<file path="src/rtl/alu_pkg.sv">
`default_nettype none
// +----------------------------------------------------------------------------+
// | alu_pkg : shared opcode/state encodings and defaults for alu_seq_unit      |
// | Revision: 1.0                                                              |
// +----------------------------------------------------------------------------+
package alu_pkg;

    localparam int c_default_width = 32;
    localparam int c_default_opw   = 4;

    typedef enum logic [3:0] {
        OP_ADD = 4'd0,
        OP_MUL = 4'd1,
        OP_SUB = 4'd2,
        OP_SHL = 4'd3,
        OP_SHR = 4'd4,
        OP_SAR = 4'd5,
        OP_AND = 4'd6,
        OP_OR  = 4'd7,
        OP_NOT = 4'd8,
        OP_XOR = 4'd9,
        OP_DIV = 4'd10
    } opcode_e;

    typedef enum logic [1:0] {
        IDLE = 2'd0,
        MUL  = 2'd1,
        DIV  = 2'd2,
        DONE = 2'd3
    } state_e;

endpackage
`default_nettype wire

</file>
<file path="src/rtl/alu_iter_muldiv.sv">
`default_nettype none
// +----------------------------------------------------------------------------+
// | alu_iter_muldiv : iterative unsigned shift-add multiply / restoring divide |
// | Revision: 1.0                                                              |
// +----------------------------------------------------------------------------+
module alu_iter_muldiv
    import alu_pkg::*;
#(
    parameter int WIDTH = c_default_width
) (
    input  logic             clk,
    input  logic             rst_n,
    input  logic             start,
    input  logic             is_div,
    input  logic [WIDTH-1:0] a,
    input  logic [WIDTH-1:0] b,
    output logic             done,
    output logic [WIDTH-1:0] hi,
    output logic [WIDTH-1:0] lo
);

    localparam logic [5:0] c_last = 6'(WIDTH - 1);

    logic [WIDTH-1:0] r_hi;
    logic [WIDTH-1:0] r_lo;
    logic [WIDTH-1:0] r_b;
    logic             r_div;
    logic             r_active;
    logic             r_done;
    logic [5:0]       r_cnt;

    logic [WIDTH-1:0] w_hi_in;
    logic [WIDTH-1:0] w_lo_in;
    logic [WIDTH-1:0] w_b_in;
    logic             w_div_in;
    logic [WIDTH:0]   w_sum;
    logic [WIDTH:0]   w_shift;
    logic [WIDTH-1:0] w_hi_nxt;
    logic [WIDTH-1:0] w_lo_nxt;

    // Iteration 0 runs on the start edge itself, straight from the operand inputs.
    always_comb begin
        w_hi_in  = start ? '0 : r_hi;
        w_lo_in  = start ? a : r_lo;
        w_b_in   = start ? b : r_b;
        w_div_in = start ? is_div : r_div;
        w_sum    = {1'b0, w_hi_in} + (w_lo_in[0] ? {1'b0, w_b_in} : '0);
        w_shift  = {w_hi_in, w_lo_in[WIDTH-1]};
        w_hi_nxt = w_sum[WIDTH:1];
        w_lo_nxt = {w_sum[0], w_lo_in[WIDTH-1:1]};
        if (w_div_in) begin
            if (w_shift >= {1'b0, w_b_in}) begin
                w_hi_nxt = w_shift[WIDTH-1:0] - w_b_in;
                w_lo_nxt = {w_lo_in[WIDTH-2:0], 1'b1};
            end else begin
                w_hi_nxt = w_shift[WIDTH-1:0];
                w_lo_nxt = {w_lo_in[WIDTH-2:0], 1'b0};
            end
        end
    end

    always_ff @(posedge clk or negedge rst_n) begin
        if (!rst_n) begin
            r_hi     <= '0;
            r_lo     <= '0;
            r_b      <= '0;
            r_div    <= 1'b0;
            r_active <= 1'b0;
            r_done   <= 1'b0;
            r_cnt    <= 6'd0;
        end else if (start) begin
            r_hi     <= w_hi_nxt;
            r_lo     <= w_lo_nxt;
            r_b      <= b;
            r_div    <= is_div;
            r_active <= 1'b1;
            r_done   <= 1'b0;
            r_cnt    <= 6'd1;
        end else if (r_active) begin
            r_hi <= w_hi_nxt;
            r_lo <= w_lo_nxt;
            if (r_cnt == c_last) begin
                r_cnt    <= 6'd0;
                r_active <= 1'b0;
                r_done   <= 1'b1;
            end else begin
                r_cnt <= r_cnt + 6'd1;
            end
        end else begin
            r_done <= 1'b0;
        end
    end

    assign done = r_done;
    assign hi   = r_hi;
    assign lo   = r_lo;

endmodule
`default_nettype wire

</file>
<file path="src/rtl/alu_seq_unit.sv">
`default_nettype none
// +----------------------------------------------------------------------------+
// | alu_seq_unit : handshaked multi-cycle 32-bit ALU responder                 |
// | Revision: 1.0                                                              |
// +----------------------------------------------------------------------------+
module alu_seq_unit
    import alu_pkg::*;
#(
    parameter int WIDTH = c_default_width,
    parameter int OPW   = c_default_opw
) (
    input  logic             clk,
    input  logic             rst_n,
    input  logic             req_valid,
    output logic             req_ready,
    input  logic [WIDTH-1:0] req_a,
    input  logic [WIDTH-1:0] req_b,
    input  logic [OPW-1:0]   req_op,
    output logic             rsp_valid,
    input  logic             rsp_ready,
    output logic [WIDTH-1:0] rsp_s,
    output logic             rsp_carry,
    output logic             rsp_overflow,
    output logic             rsp_zero,
    output logic             busy
);

    state_e           r_state;

    logic [WIDTH:0]   w_sum;
    logic [WIDTH:0]   w_diff;
    logic [WIDTH-1:0] w_s;
    logic             w_carry;
    logic             w_ovf;
    logic             w_iter;
    logic             w_is_div;
    logic             w_start;
    logic             w_md_done;
    logic [WIDTH-1:0] w_md_hi;
    logic [WIDTH-1:0] w_md_lo;

    assign w_sum    = {1'b0, req_a} + {1'b0, req_b};
    assign w_diff   = {1'b0, req_a} - {1'b0, req_b};
    assign w_is_div = (req_op == OP_DIV);
    assign w_start  = (r_state == IDLE) && req_valid && w_iter;

    // Single-cycle results; w_iter flags the ops handed to the iterative engine.
    always_comb begin
        w_s     = '0;
        w_carry = 1'b0;
        w_ovf   = 1'b0;
        w_iter  = 1'b0;
        case (req_op)
            OP_ADD: begin
                w_s     = w_sum[WIDTH-1:0];
                w_carry = w_sum[WIDTH];
                w_ovf   = (req_a[WIDTH-1] == req_b[WIDTH-1]) && (w_sum[WIDTH-1] != req_a[WIDTH-1]);
            end
            OP_MUL: w_iter = 1'b1;
            OP_SUB: begin
                w_s     = w_diff[WIDTH-1:0];
                w_carry = w_diff[WIDTH];
                w_ovf   = (req_a[WIDTH-1] != req_b[WIDTH-1]) && (w_diff[WIDTH-1] != req_a[WIDTH-1]);
            end
            OP_SHL: begin
                w_s     = {req_a[WIDTH-2:0], 1'b0};
                w_carry = req_a[WIDTH-1];
            end
            OP_SHR: begin
                w_s     = {1'b0, req_a[WIDTH-1:1]};
                w_carry = req_a[0];
            end
            OP_SAR: begin
                w_s     = {req_a[WIDTH-1], req_a[WIDTH-1:1]};
                w_carry = req_a[0];
            end
            OP_AND: w_s = req_a & req_b;
            OP_OR:  w_s = req_a | req_b;
            OP_NOT: w_s = ~req_a;
            OP_XOR: w_s = req_a ^ req_b;
            OP_DIV: begin
                if (req_b == '0) begin
                    w_s   = '1;
                    w_ovf = 1'b1;
                end else begin
                    w_iter = 1'b1;
                end
            end
            default: w_ovf = 1'b1;
        endcase
    end

    alu_iter_muldiv #(
        .WIDTH (WIDTH)
    ) u_muldiv (
        .clk    (clk),
        .rst_n  (rst_n),
        .start  (w_start),
        .is_div (w_is_div),
        .a      (req_a),
        .b      (req_b),
        .done   (w_md_done),
        .hi     (w_md_hi),
        .lo     (w_md_lo)
    );

    always_ff @(posedge clk or negedge rst_n) begin
        if (!rst_n) begin
            r_state      <= IDLE;
            req_ready    <= 1'b1;
            rsp_valid    <= 1'b0;
            busy         <= 1'b0;
            rsp_s        <= '0;
            rsp_carry    <= 1'b0;
            rsp_overflow <= 1'b0;
            rsp_zero     <= 1'b0;
        end else begin
            case (r_state)
                IDLE: begin
                    if (req_valid) begin
                        req_ready <= 1'b0;
                        busy      <= 1'b1;
                        if (w_iter) begin
                            r_state <= w_is_div ? DIV : MUL;
                        end else begin
                            r_state      <= DONE;
                            rsp_valid    <= 1'b1;
                            rsp_s        <= w_s;
                            rsp_carry    <= w_carry;
                            rsp_overflow <= w_ovf;
                            rsp_zero     <= (w_s == '0);
                        end
                    end
                end
                MUL, DIV: begin
                    if (w_md_done) begin
                        r_state      <= DONE;
                        rsp_valid    <= 1'b1;
                        rsp_s        <= w_md_lo;
                        rsp_carry    <= 1'b0;
                        rsp_overflow <= (r_state == MUL) && (w_md_hi != '0);
                        rsp_zero     <= (w_md_lo == '0);
                    end
                end
                DONE: begin
                    if (rsp_ready) begin
                        r_state   <= IDLE;
                        rsp_valid <= 1'b0;
                        busy      <= 1'b0;
                        req_ready <= 1'b1;
                    end
                end
                default: begin
                    r_state   <= IDLE;
                    rsp_valid <= 1'b0;
                    busy      <= 1'b0;
                    req_ready <= 1'b1;
                end
            endcase
        end
    end

endmodule
`default_nettype wire

</file>
<file path="config.mk">
export PLATFORM = sky130hd
export DESIGN_NAME = alu_seq_unit
export DESIGN_NICKNAME = d
export VERILOG_FILES = /design/src/rtl/alu_pkg.sv /design/src/rtl/alu_iter_muldiv.sv /design/src/rtl/alu_seq_unit.sv
export SDC_FILE = /design/constraint.sdc
export NUM_CORES = 1
export LEC_CHECK = 0
export BUFFER_PORTS_ARGS = -buffer_cell sky130_fd_sc_hd__buf_2
export CORE_MARGIN = 2
export CORE_UTILIZATION = 55
export CTS_CLUSTER_SIZE = 10
export DETAILED_ROUTE_END_ITERATION = 7
export GPL_TIMING_DRIVEN = 1
export PLACE_DENSITY = 0.83
export SKIP_LAST_GASP = 1
export SYNTH_ARGS = -nofsm -noshare
export SYNTH_HDL_FRONTEND = slang
export SYNTH_SLANG_ARGS = --single-unit
</file>
<file path="constraint.sdc">
create_clock -name clk -period 5.4 [get_ports clk]
set_clock_uncertainty 0.05 [all_clocks]
set_input_delay 0.27 -clock clk [delete_from_list [all_inputs] [get_ports clk]]
set_output_delay 0.27 -clock clk [all_outputs]
set_load 0.05 [all_outputs]
</file>
; Yosys cells after proc, flatten, opt, wreduce, memory -nomap -nowiden
; Index checks and enable logic that the tools add are counted.
; W data, S select, Z words.
[classes]
n_lt_le_gt_ge = 1
mux = 61
n_bitwise = 4
n_reduce_logical = 21
add_sub_neg = 5
eq_ne = 23
[ops]
columns = cell, n
row1 = $mux W32, 15
row2 = $pmux W32 S10, 1
row3 = $logic_not A32 Y1, 3
row4 = $pmux W32 S2, 1
row5 = $add A32 B32 Y33, 1
row6 = $add A32 B33 Y33, 1
row7 = $ge A33 B32 Y1, 1
row8 = $sub A32 B32 Y33, 1
row9 = $and A32 B32 Y32, 1
row10 = $not A32 Y32, 1
row11 = $or A32 B32 Y32, 1
row12 = $reduce_bool A32 Y1, 1
row13 = $sub A32 B32 Y32, 1
row14 = $xor A32 B32 Y32, 1
row15 = $mux W1, 26
row16 = $mux W6, 3
row17 = $eq A4 B3 Y1 const B, 4
row18 = $eq A4 B4 Y1 const B, 3
row19 = $pmux W1 S2, 6
row20 = $mux W2, 5
row21 = $eq A4 B2 Y1 const B, 2
row22 = $pmux W1 S4, 2
row23 = $reduce_and A4 Y1, 2
row24 = $reduce_or A8 Y1, 1
row25 = other kinds (18), 31
[word_totals]
register_bits = 145
elab_cells = 130

; Longest topological paths before layout
[depth]
ltp_word = 10
mapped_depth = 27

; Cells and area by module
; From an unflattened synthesis, not the netlist that was laid out.
[hier_totals]
hier_cells = 2345
hier_area_um2 = 17784.6
[modules_own_cells]
columns = module, cells_per_inst, area_each_um2, n_inst
row1 = alu_iter_muldiv, 1100, 8976.1, 1
row2 = alu_seq_unit, 1245, 8808.4, 1

; Worst setup path after synthesis
; No wires, ideal clock.
[synth_path]
path_type = input -> register
from = input req_b[2]
to = register u_muldiv.r_hi[30] (netlist: u_muldiv.hi[30])
setup_ps = 134
required_time_ps = 5216
stages = 24
path_buffers = 4
arrival_time_ps = 4847
setup_slack_ps = 369
cell_sequence = buf_2 nor4_1 and4_2 a21oi_4 nor2_1 clkbuf_1 clkbuf_1 clkbuf_1 nand2_1 o21ai_0 ha_1 inv_1 fa_1 a211o_1 nand3_1 nor2_1 o21ai_2 a21boi_2 o41ai_4 o211ai_2 a2111oi_2 o31ai_1 a211oi_2 a211oi_2
[synth_via]
elab_chain_len = 10
word_cells_on_any_way = 17
[synth_lines]
columns = item, line_no
row1 = from (decl), alu_seq_unit.sv:17  ; input logic [WIDTH-1:0] req_b,
row2 = $logic_not A32 Y1 *, alu_seq_unit.sv:82  ; if (req_b == '0) begin
row3 = $mux W1 *, alu_seq_unit.sv:82
row4 = $pmux W1 S2 *, alu_seq_unit.sv:53  ; case (req_op)
row5 = $logic_and A1 B1 Y1 *, alu_seq_unit.sv:45  ; assign w_start = (r_state == IDLE) && req_valid && w_iter;
row6 = $mux W32 *, n/a
row7 = named net u_muldiv.w_b_in[0], alu_iter_muldiv.sv:34  ; logic [WIDTH-1:0] w_b_in;
row8 = "$mux W32, or another cell as far along", alu_iter_muldiv.sv:47  ; w_sum = {1'b0, w_hi_in} + (w_lo_in[0] ? {1'b0, w_b_in} : '0);
row9 = $add A32 B33 Y33 or $mux W32 (tied branches), "alu_iter_muldiv.sv:47, alu_iter_muldiv.sv:52"
row10 = $mux W32 *, alu_iter_muldiv.sv:51  ; if (w_div_in) begin
row11 = $mux W32, alu_iter_muldiv.sv:79  ; end else if (r_active) begin
row12 = $mux W32 *, alu_iter_muldiv.sv:71  ; end else if (start) begin
row13 = to (signal assigned), alu_iter_muldiv.sv:72  ; r_hi <= w_hi_nxt;
row14 = to (signal assigned), alu_iter_muldiv.sv:80  ; r_hi <= w_hi_nxt;
row15 = to (decl), alu_iter_muldiv.sv:24  ; logic [WIDTH-1:0] r_hi;
; The timed path passes the listed nets; every way through them passes the cells marked *. The select of a mux whose other input is x is not followed.
; A chain may end at the register's enable or synchronous reset.

; Worst setup path in the final report
[layout_path]
from = register r_state[1]
to = register u_muldiv.r_hi[30] (netlist: u_muldiv.hi[30])
[layout_via]
elab_chain_len = 9
word_cells_on_any_way = 16
[layout_lines]
columns = item, line_no
row1 = from (decl), alu_seq_unit.sv:28  ; state_e r_state;
row2 = from (signal assigned), alu_seq_unit.sv:124  ; r_state <= w_is_div ? DIV : MUL;
row3 = $logic_not A2 Y1 *, alu_seq_unit.sv:45
row4 = $logic_and A1 B1 Y1 * (2 in a row), alu_seq_unit.sv:45
row5 = $mux W32 *, n/a
row6 = named net u_muldiv.w_b_in[0], alu_iter_muldiv.sv:34
row7 = "$mux W32, or another cell as far along", alu_iter_muldiv.sv:47
row8 = $add A32 B33 Y33 or $mux W32 (tied branches), "alu_iter_muldiv.sv:47, alu_iter_muldiv.sv:52"
row9 = $mux W32 *, alu_iter_muldiv.sv:51
row10 = $mux W32, alu_iter_muldiv.sv:79
row11 = $mux W32 *, alu_iter_muldiv.sv:71
; Marked as above.

==> flow_summary_export.csv <==
group,metric,value,unit
power,powerDensity,645,nW/um^2
clock_tree,cts_buffers,17,
timing,finalSetupViolations,0,
clock_tree,cts_tree,"built",
timing,period_minus_slack,5.01,ns
yosys,synthCells,2422,
clock_tree,cts_max_level,4,
setup_path,worst_setup_path_start_kind,"flip-flop",
place,dp_hpwl,55.2,mm
setup_path,cp_num_buf_inv,4,
place,place_area,18800,um^2
cells_and_area,layout_common_cells,"nor2_1, a21oi_1, nand2_1",
min_path,hold_class,"primary input to flip-flop",
place,gp_congestion,1.02,
floorplanning,die_x,182,um
cells_and_area,drive_gt1_frac,0.130,
yosys,synthesis.area,17500,um^2
yosys,yosys_register_bits,145,
floorplanning,coreArea,31500,um^2
setup_path,critical-path-max-stage-delay,0.45,ns
grt,use_met1,0.537,
min_path,worstHoldStart,"rsp_ready",
setup_path,cpMaxStageDelayCell,"a2111oi_2",
flow_run,max-cap-violations,0,
timing,tns,0,ns
outcome,status,"finished clean",
power,power,12.6,mW
yosys,async_flop_share,1.00,
grt,overflow,0,
yosys,syn_area_per_cell,7.23,um^2
setup_path,reg2reg_to,"u_muldiv.hi[30]",
routing,drc,0,
routing,wirelength,71.5,mm
routing,wl_per_cell,24.4,um
setup_path,required,5.66,ns
grt,gr-usage-met3,0.0732,
yosys,synth.area.top_cells,"dfrtp_1, ha_1, a21oi_1, nor2_1, nand2_1",
grt,grt_usage,0.425,
yosys,yosysTopAreaCellShare,0.206,
routing,dr.pass1.iters,5,
yosys,synth.net_count,2658,
cells_and_area,area_growth,11.2,%
routing,vias,19843,
setup_path,rrSetupSlack,0.39,ns
place,port_buffers,109,
grt,grt_pass1_vias,18534,
floorplanning,die_h,182,um
power,p_leak,8.93,nW
grt,use_met2,0.671,
timing,relSlewSlack,0.299,
routing,routed_via_density,6.78,
setup_path,crit_type,"flip-flop to flip-flop",
floorplanning,start_util,0.556,
setup_path,crit_arrival,5.27,ns
clock_tree,cts.sinks,145,
cells_and_area,layout_commonest_cell,"nor2_1",
timing,hold_viol_final,0,
timing,fin_crit_sh,0.927,
min_path,hold_end,"req_ready",
min_path,min_delay_path_depth,3,
setup_path,worstPathMaxFanout,14,
clock_tree,cts_setup_buffers,0,
floorplanning,fp-row-count,65,
setup_path,cp_top_family,"compound AO/OA/AOI/OAI gates",
cells_and_area,fin_nets,2742,
yosys,synthDistinctLibCells,110,
setup_path,r2r-start,"r_state[1]",
yosys,yosysWarnings,0,
routing,detail-route-antenna-nets,0,
clock_tree,root_buffer,"clkbuf_16",
setup_path,worstPathCellList,"inv_1 -> ha_1 -> nand2_1 -> nor4_2 -> nor2_4 -> buf_4 -> o21ai_0 -> ha_1 -> inv_1 -> fa_1 -> a211o_1 -> nand3_1 -> nor2_1 -> o21ai_2 -> a21boi_2 -> o41ai_4 -> buf_4 -> o211ai_2 -> a2111oi_2 -> o31ai_1 -> a211oi_2 -> a211oi_2",
timing,fmax,200,MHz
yosys,yosysSeqAreaShare,0.207,
grt,grt_pass1_wl,109,mm
grt,grt-busiest-layer,"met2",
setup_path,worstRegToRegCells,22,
routing,drt_iter0_drc,2580,
power,ir_drop,0.000626,V
timing,worstMarginPinSlew,1.05,ns
clock_tree,clk_pin_slew,0.07,ns
timing,slew_viol_final,0,
clock_tree,clk-insertion-delay-late,0.47,ns
yosys,synth_edf_count,0,
floorplanning,dieArea,33300,um^2
grt,antenna_found_initial,4,
clock_tree,clk_path_buf_depth,2,
cells_and_area,final_area,19500,um^2
setup_path,end_kind,"flip-flop",
floorplanning,num_io_pins,110,
timing,fin_hold_ws,0.0924,ns
yosys,synth_flop_cell,"dfrtp_1",
timing,rsz0062_at_grt,"no",
grt,grt_max_degree,78,
yosys,yosysTopAreaCell,"dfrtp_1",
-- tightest hold or removal path, cell delays in order --
cell and delay [ns]:
buf_2 0.12, a21oi_1 0.15, a21oi_1 0.05
-- sequential cells by signal, summed over array words and instances (netlist names) --
name,flops
u_muldiv.done,1
busy,1
rsp_s,32
u_muldiv.r_cnt,6
u_muldiv.hi,32
rsp_valid,1
u_muldiv.r_b,32
req_ready,1
r_state,2
rsp_carry,1
u_muldiv.r_active,1
u_muldiv.lo,32
rsp_overflow,1
u_muldiv.r_div,1
rsp_zero,1
-- how the worst max path moves through the flow --
stage	from	to	slack, ns	cells after the start
5_1_grt	r_state[1]	u_muldiv.hi[30]	0.13	21
3_5_place_dp	req_b[16]	u_muldiv.hi[30]	0.15	22
6_report	r_state[1]	u_muldiv.hi[30]	0.39	22
3_3_place_gp	req_b[16]	u_muldiv.hi[30]	0.24	23
4_1_cts	r_state[0]	u_muldiv.hi[30]	0.51	22
2_1_floorplan	req_b[2]	u_muldiv.hi[30]	0.37	24
-- cells by family after synthesis --
logic type,count (synthesis),share of synthesized area
AO/OA/AOI/OAI,825,0.316
flip-flops,145,0.207
AND/OR/NAND/NOR,893,0.238
adder cells (fa/ha/maj),164,0.118
buffers and inverters,294,0.0673
XOR/XNOR,77,0.0385
multiplexers,24,0.0141
-- synth_stat cells (all sizes together), types with 17 or more instances --
cell type  number
nor2b          27
nand2b         33
o21ai         162
buf            42
a221oi         18
nor3           40
nand3          47
a211o          20
ha            161
clkbuf        111
a21o           56
xnor2          43
a31oi          20
nor4           42
a22oi          17
and3           47
o31ai          26
inv           141
nand2         243
o211ai         24
nor2          327
dfrtp         144
a211oi         28
o21bai         19
nand4          24
mux2i          19
o22ai          20
xor2           34
a21oi         284
-- report_power, final --
group          switching, mW  internal [mW]  total, mW  leakage, nW
Sequential             0.416           1.62       2.04         1.71
Clock                  0.573          0.696       1.27        0.283
Combinational           5.75           3.50       9.24         6.94
-- stage by stage --
stage	util	worst slack [ns]	std cells
global placement	0.599	0.238	2888
detailed placement	0.599	0.147	2888
CTS	0.618	0.509	2921
finish	0.618	0.393	2926
global route	0.618	0.134	2922
floorplan	-	0.369	2422
-- routing by layer --
metal / vias to the layer above / part of all wire
met2: 1339 / 0.44
met1: 9309 / 0.39
li1: 8904 / -
met3: 291 / 0.093
met4: 0 / 0.073
met5: - / 0
-- final cells by class --
cell class | instances | area [um^2]
Antenna cell | 5 | 12.5
Clock buffer | 18 | 429
Clock inverter | 14 | 166
Fill cell | 2928 | 12000
Inverter | 141 | 529
Multi-Input combinational cell | 1983 | 12800
Sequential cell | 145 | 3630
Tap cell | 402 | 503
Timing Repair Buffer | 218 | 1410
-- what timing repair did --
action / 4_1_cts / 5_1_grt
gates resized for setup: 0 / 0
hold buffers: 1 / 0
endpoints found under the hold margin: 68 / 0
Note: power is estimated with default switching activity, not from simulation.
